File: config.mk
export PLATFORM = sky130hd
export DESIGN_NAME = rv32_run_monitor
export DESIGN_NICKNAME = d
export VERILOG_FILES = /design/src/rtl/rv32_run_monitor.sv
export SDC_FILE = /design/constraint.sdc
export NUM_CORES = 1
export LEC_CHECK = 0
export CORE_AREA = 2 2 130 132
export CTS_CLUSTER_SIZE = 8
export DETAILED_ROUTE_END_ITERATION = 6
export DIE_AREA = 0 0 132 134
export PLACE_DENSITY = 0.73
export SYNTH_ARGS = -nofsm -noshare
export SYNTH_HDL_FRONTEND = slang
export SYNTH_SLANG_ARGS = --single-unit
File: constraint.sdc
create_clock -name clk -period 4.3 [get_ports clk]
set_input_delay 0.86 -clock clk [delete_from_list [all_inputs] [get_ports clk]]
set_output_delay 0.86 -clock clk [all_outputs]
set_load 0.01 [all_outputs]
File: src/rtl/rv32_run_monitor.sv
// ============================================================================
// Module      : rv32_run_monitor
// Description : Run-control and observation block for the RV32I 5-stage core.
//               It holds the core in reset, releases it, and then counts run
//               cycles, stall cycles and flush cycles. It captures the
//               writeback result on the first cycle halt is seen and stops
//               the run with a watchdog if halt never comes.
// Revision    : 1.0 - initial release
// ----------------------------------------------------------------------------
// Ports:
//   clk, rst       clock; asynchronous active-high reset
//   start          single-cycle run request (accepted in IDLE/HALTED/TIMEOUT)
//   halt/stall/flush, wb_result   core status inputs
//   core_rst_n     active-low reset driven to the core
//   busy           high while in RESET or RUN
//   done           sticky flag: the run ended on halt
//   timed_out      sticky flag: the run ended on the watchdog
//   cycle_count/stall_count/flush_count   saturating RUN-phase counters
//   halt_result    wb_result sampled on the halt cycle
//   signature      (only with RUN_MON_SIGNATURE_EN) rotate-xor of wb_result
// Optional feature macro: RUN_MON_SIGNATURE_EN
// ============================================================================
`default_nettype none

module rv32_run_monitor #(
  parameter int CNT_W          = 32,
  parameter int TIMEOUT_CYCLES = 200,
  parameter int RST_CYCLES     = 1
) (
  input  logic             clk,
  input  logic             rst,
  input  logic             start,
  input  logic             halt,
  input  logic             stall,
  input  logic             flush,
  input  logic [31:0]      wb_result,
  output logic             core_rst_n,
  output logic             busy,
  output logic             done,
  output logic             timed_out,
  output logic [CNT_W-1:0] cycle_count,
  output logic [CNT_W-1:0] stall_count,
  output logic [CNT_W-1:0] flush_count,
  output logic [31:0]      halt_result
`ifdef RUN_MON_SIGNATURE_EN
  ,
  output logic [31:0]      signature
`endif
);

  typedef enum logic [2:0] {
    S_IDLE    = 3'd0,
    S_RESET   = 3'd1,
    S_RUN     = 3'd2,
    S_HALTED  = 3'd3,
    S_TIMEOUT = 3'd4
  } state_t;

  localparam int               RST_W       = (RST_CYCLES > 1) ? $clog2(RST_CYCLES) : 1;
  localparam logic [RST_W-1:0] RST_LAST    = RST_W'(RST_CYCLES - 1);
  localparam logic [CNT_W-1:0] TIMEOUT_VAL = CNT_W'(TIMEOUT_CYCLES);

  state_t             state_q, state_d;
  logic               core_rst_n_q, core_rst_n_d;
  logic               busy_q, busy_d;
  logic               done_q, done_d;
  logic               timed_out_q, timed_out_d;
  logic               halt_q, halt_d;
  logic [RST_W-1:0]   rst_cnt_q, rst_cnt_d;
  logic [CNT_W-1:0]   cycle_q, cycle_d;
  logic [CNT_W-1:0]   stall_cnt_q, stall_cnt_d;
  logic [CNT_W-1:0]   flush_cnt_q, flush_cnt_d;
  logic [31:0]        halt_res_q, halt_res_d;
  logic [31:0]        sig_q, sig_d;

  logic [CNT_W-1:0]   cycle_inc;
  logic               halt_edge;

  function automatic logic [CNT_W-1:0] sat_inc(input logic [CNT_W-1:0] v);
    return (&v) ? v : v + CNT_W'(1);
  endfunction

  assign cycle_inc = sat_inc(cycle_q);
  // halt_q is forced low during RESET, so a halt already high on the first
  // RUN cycle still registers as an edge.
  assign halt_edge = halt & ~halt_q;

  always_comb begin
    state_d      = state_q;
    core_rst_n_d = core_rst_n_q;
    busy_d       = busy_q;
    done_d       = done_q;
    timed_out_d  = timed_out_q;
    halt_d       = halt_q;
    rst_cnt_d    = rst_cnt_q;
    cycle_d      = cycle_q;
    stall_cnt_d  = stall_cnt_q;
    flush_cnt_d  = flush_cnt_q;
    halt_res_d   = halt_res_q;
    sig_d        = sig_q;

    case (state_q)
      S_IDLE, S_HALTED, S_TIMEOUT: begin
        if (start) begin
          state_d      = S_RESET;
          core_rst_n_d = 1'b0;
          busy_d       = 1'b1;
          done_d       = 1'b0;
          timed_out_d  = 1'b0;
          halt_d       = 1'b0;
          rst_cnt_d    = '0;
          cycle_d      = '0;
          stall_cnt_d  = '0;
          flush_cnt_d  = '0;
          halt_res_d   = '0;
          sig_d        = '0;
        end
      end

      S_RESET: begin
        halt_d = 1'b0;
        if (rst_cnt_q == RST_LAST) begin
          // core_rst_n rises on this edge so it is high for the first RUN cycle
          state_d      = S_RUN;
          core_rst_n_d = 1'b1;
        end else begin
          rst_cnt_d = rst_cnt_q + RST_W'(1);
        end
      end

      S_RUN: begin
        cycle_d = cycle_inc;
        if (stall) stall_cnt_d = sat_inc(stall_cnt_q);
        if (flush) flush_cnt_d = sat_inc(flush_cnt_q);
        halt_d = halt;
        if (!stall) sig_d = {sig_q[30:0], sig_q[31]} ^ wb_result;

        // Halt takes priority over the watchdog on the same cycle.
        if (halt_edge) begin
          state_d    = S_HALTED;
          busy_d     = 1'b0;
          done_d     = 1'b1;
          halt_res_d = wb_result;
        end else if (cycle_inc == TIMEOUT_VAL) begin
          state_d      = S_TIMEOUT;
          busy_d       = 1'b0;
          timed_out_d  = 1'b1;
          core_rst_n_d = 1'b0;
        end
      end

      default: begin
        state_d      = S_IDLE;
        core_rst_n_d = 1'b0;
        busy_d       = 1'b0;
      end
    endcase
  end

  always_ff @(posedge clk or posedge rst) begin
    if (rst) begin
      state_q      <= S_IDLE;
      core_rst_n_q <= 1'b0;
      busy_q       <= 1'b0;
      done_q       <= 1'b0;
      timed_out_q  <= 1'b0;
      halt_q       <= 1'b0;
      rst_cnt_q    <= '0;
      cycle_q      <= '0;
      stall_cnt_q  <= '0;
      flush_cnt_q  <= '0;
      halt_res_q   <= '0;
      sig_q        <= '0;
    end else begin
      state_q      <= state_d;
      core_rst_n_q <= core_rst_n_d;
      busy_q       <= busy_d;
      done_q       <= done_d;
      timed_out_q  <= timed_out_d;
      halt_q       <= halt_d;
      rst_cnt_q    <= rst_cnt_d;
      cycle_q      <= cycle_d;
      stall_cnt_q  <= stall_cnt_d;
      flush_cnt_q  <= flush_cnt_d;
      halt_res_q   <= halt_res_d;
      sig_q        <= sig_d;
    end
  end

  assign core_rst_n  = core_rst_n_q;
  assign busy        = busy_q;
  assign done        = done_q;
  assign timed_out   = timed_out_q;
  assign cycle_count = cycle_q;
  assign stall_count = stall_cnt_q;
  assign flush_count = flush_cnt_q;
  assign halt_result = halt_res_q;

`ifdef RUN_MON_SIGNATURE_EN
  assign signature = sig_q;
`else
  logic unused_sig;
  assign unused_sig = ^sig_q;
`endif

endmodule

`default_nettype wire

==> impl_metrics.tcl <==
set metrics [dict create \
    yosys.area_share.simple_pct 27.1 \
    synth-edff-count 0 \
    p_per_area_nw_per_um2 435 \
    synth_cells 829 \
    slew_viol_final 0 \
    max_stage_delay_ns 0.46 \
    overflow 0 \
    ys_types 66 \
    syn_area_per_cell_um2 8.84 \
    p_total_uw 4250 \
    ant_nets 0 \
    cp-end-kind "register" \
    place_congestion 0.885 \
    max_slew_margin_pct 33.6 \
    numPortBuffers 169 \
    status "finished clean" \
    clockBufferDepth 2 \
    r2r_cells 9 \
    cts_setup_buffers 0 \
    ys_seq_area_share_pct 46.4 \
    vias_per_cell 5.58 \
    synthMuxAreaShare_pct 0.154 \
    synth_adder_area_share_pct 0.512 \
    path_buf_inv 0 \
    cp_common_cell "a211oi_1" \
    hp-class "reg -> reg" \
    firstDrtPassIters 5 \
    async_flop_share_pct 100 \
    worstSetupStartpoint "cycle_count[0]$_DFFE_PP0P_" \
    grt_start_max_net_pins 42 \
    drt-initial-drc-count 451 \
    worst_pin_slew_ns 0.994 \
    fp-row-count 47 \
    cp_data_arrival_time_ns 3.46 \
    drive_above_1_share_pct 6.95 \
    synth_area_um2 7330 \
    cp_slowest_cell "nor4_4" \
    clkLatencyLatePin_ns 0.43 \
    dp_hpwl_mm 13.8 \
    vias 6766 \
    power.sequential.fraction_pct 37.2 \
    combPwrFrac_pct 30.2 \
    synth_flop_cell "dfrtp_1" \
    finClkSkew_ns 0.00900 \
    grt_pass1_vias 6331 \
    clkPwrFrac_pct 32.6 \
    cts_buffers 17 \
    timing.fmax_mhz 318 \
    layout_common_cells "clkdlybuf4s50_1, dfrtp_1, nand2_1" \
    antenna_found_initial 0 \
    crit_path_end "state_q[1]$_DFFE_PP0P_" \
    synth_compound_area_share_pct 14.1 \
    dieArea_um2 17700 \
    internal_power_uw 2740 \
    cts_resized 0 \
    core_um2 16300 \
    post_drt_wl_per_cell_um 16.2 \
    cts-htree-levels 4 \
    numClockSinks 136 \
    ir_drop_v 0.000347 \
    ios 170 \
    cp.required_ns 4.62 \
    synth_top_family_by_area "simple AND/OR/NAND/NOR gates" \
    finalSetupViolations 0 \
    ys_seq_elements 136 \
    cts_hold_buf 0 \
    cp_top_family "simple AND/OR/NAND/NOR gates" \
    r2r-end "state_q[1]$_DFFE_PP0P_" \
    synth_xor_area_share_pct 7.89 \
    crit_type "reg -> reg" \
    die_w_um 132 \
    critical_path.startpoint_type "register" \
    r2r_setup_slack_ns 1.15 \
    crit_fanout 18 \
    rsz0062_at_grt "no" \
    period_needed_ns 3.15 \
    p_sw_share_pct 35.6 \
    p_leak_uw 0.00404 \
    yosysWarnings 0 \
    drc 0 \
    finalCritPeriodShare_pct 73.2 \
    cts_tree "yes" \
    antenna_cells 0 \
    p_sw_uw 1510 \
    path_clk_slew_ns 0.06 \
    final-hold-violation-count 0 \
    syn-num-nets 870 \
    cp.depth 9 \
    groute.usage.overall_pct 22.4 \
    clock-root-buffer "clkbuf_16" \
    syn_to_final_growth_pct 33.3 \
    start_util_pct 45.0 \
    layout.nets 1021 \
    wirelength_mm 19.7 \
    reg2reg_from "cycle_count[0]$_DFFE_PP0P_" \
    fin_setup_tns_ns 0 \
    path_cells "ha_1 > nand4_1 > nor4_4 > nand2_2 > a211oi_1 > a41oi_1 > nor4_2 > a211oi_1 > o21a_1" \
    grt_pass1_wl_mm 32.0 \
    layout_commonest_cell "clkdlybuf4s50_1" \
    die_y_um 134 \
    maxCapViolations 0 \
]
## cell usage after synthesis (2+ instances only)
| master | count | area [µm²] |
|---|---|---|
| nor4_4 | 2 | 42.5 |
| o31ai_1 | 10 | 75.1 |
| inv_1 | 15 | 56.3 |
| xnor2_1 | 23 | 201 |
| and4_1 | 16 | 140 |
| a31oi_1 | 12 | 75.1 |
| a211oi_1 | 4 | 30.0 |
| a211o_1 | 2 | 17.5 |
| nand2b_1 | 3 | 18.8 |
| and3_1 | 19 | 119 |
| o211a_1 | 2 | 20.0 |
| xor2_1 | 43 | 377 |
| or3_1 | 5 | 31.3 |
| buf_4 | 6 | 45.0 |
| a21oi_1 | 30 | 150 |
| a41oi_1 | 2 | 17.5 |
| o22ai_1 | 5 | 31.3 |
| nand4_4 | 2 | 42.5 |
| nor2b_1 | 2 | 12.5 |
| ha_1 | 3 | 37.5 |
| dfrtp_1 | 136 | 3400 |
| nand4_2 | 2 | 25.0 |
| nor2_2 | 2 | 12.5 |
| buf_1 | 4 | 15.0 |
| clkbuf_1 | 33 | 124 |
| o21ai_1 | 3 | 15.0 |
| nand2_1 | 131 | 492 |
| nor4_1 | 6 | 37.5 |
| nand3_1 | 38 | 190 |
| and2_1 | 8 | 50.1 |
| o21a_1 | 4 | 30.0 |
| nand4_1 | 40 | 250 |
| a21o_1 | 3 | 22.5 |
| a32o_1 | 3 | 30.0 |
| nor3_1 | 13 | 65.1 |
| o21ai_0 | 84 | 420 |
| buf_2 | 6 | 30.0 |
| nor2_1 | 79 | 297 |
## state kept, by name (all words and copies together), names as in the netlist
| name | count |
|---|---|
| halt_result | 32 |
| cycle_count | 32 |
| timed_out | 1 |
| stall_count | 32 |
| done | 1 |
| flush_count | 32 |
| busy | 1 |
| core_rst_n | 1 |
| state_q | 3 |
| halt_q | 1 |
## cells by family (layout without fill, tap and decap cells)
logic type | after synthesis | after routing
and+or+nand+nor | 384 | 384
AOI/OAI and AO/OA | 174 | 174
DFF | 136 | 136
xor gates and xnor gates | 66 | 66
buffers and inverters | 65 | 229
adders and majority gates | 3 | 3
muxes | 1 | 1
## how the worst min path moves through the flow
stage / end / depth (start not counted) / startpoint
floorplan: halt_q$_DFFE_PP0P_ / 1 / halt_q$_DFFE_PP0P_
CTS: done$_DFFE_PP0P_ / 1 / done$_DFFE_PP0P_
finish: done$_DFFE_PP0P_ / 1 / done$_DFFE_PP0P_
global route: halt_q$_DFFE_PP0P_ / 1 / halt_q$_DFFE_PP0P_
detailed placement: done$_DFFE_PP0P_ / 1 / done$_DFFE_PP0P_
global placement: done$_DFFE_PP0P_ / 1 / done$_DFFE_PP0P_
## power groups by stage
stage          logic [µW]  registers [µW]  clock network [µW]
2_1_floorplan         705            1610                   0
3_3_place_gp         1280            1600                   0
3_5_place_dp         1300            1600                   0
4_1_cts              1300            1580                1410
5_1_grt              1420            1600                1460
6_report             1280            1580                1380
## metal layers
| metal | track usage (%) | vias up | wire, µm |
|---|---|---|---|
| li1 | - | 3249 | - |
| met1 | 30.0 | 3245 | 8690 |
| met2 | 35.2 | 247 | 9210 |
| met3 | 6.20 | 25 | 1470 |
| met4 | 7.49 | 0 | 316 |
| met5 | 0 | - | 0 |
## layout make-up
cell class / instances / area (µm²)
timing repair buffer: 182 / 1790
sequential: 136 / 3400
tap: 220 / 275
fill: 1436 / 6520
multi-input combinational: 628 / 3670
inverter: 15 / 60.1
clock inverter: 13 / 110
clock buffer: 19 / 453
## worst reg2reg max path, stage by stage (launching register included)
cell and delay [ns]:
dfrtp_1 0.43, ha_1 0.35, nand4_1 0.33, nor4_4 0.46, nand2_2 0.34, a211oi_1 0.32
a41oi_1 0.10, nor4_2 0.38, a211oi_1 0.13, o21a_1 0.19
## metrics by stage
| step | std cells | worst slack [ns] | hold slack [ns] | instance area [µm²] | util (%) |
|---|---|---|---|---|---|
| floorplan | 829 | 1.60 | 0.457 | 7330 | - |
| global placement | 1181 | 1.15 | 0.460 | 9200 | 56.5 |
| detailed placement | 1181 | 1.11 | 0.469 | 9200 | 56.5 |
| CTS | 1213 | 1.21 | 0.484 | 9770 | 60.0 |
| global route | 1213 | 0.888 | 0.506 | 9770 | 60.0 |
| finish | 1213 | 1.15 | 0.479 | 9770 | 60.0 |
No activity file was read; power rests on OpenSTA's default activity.
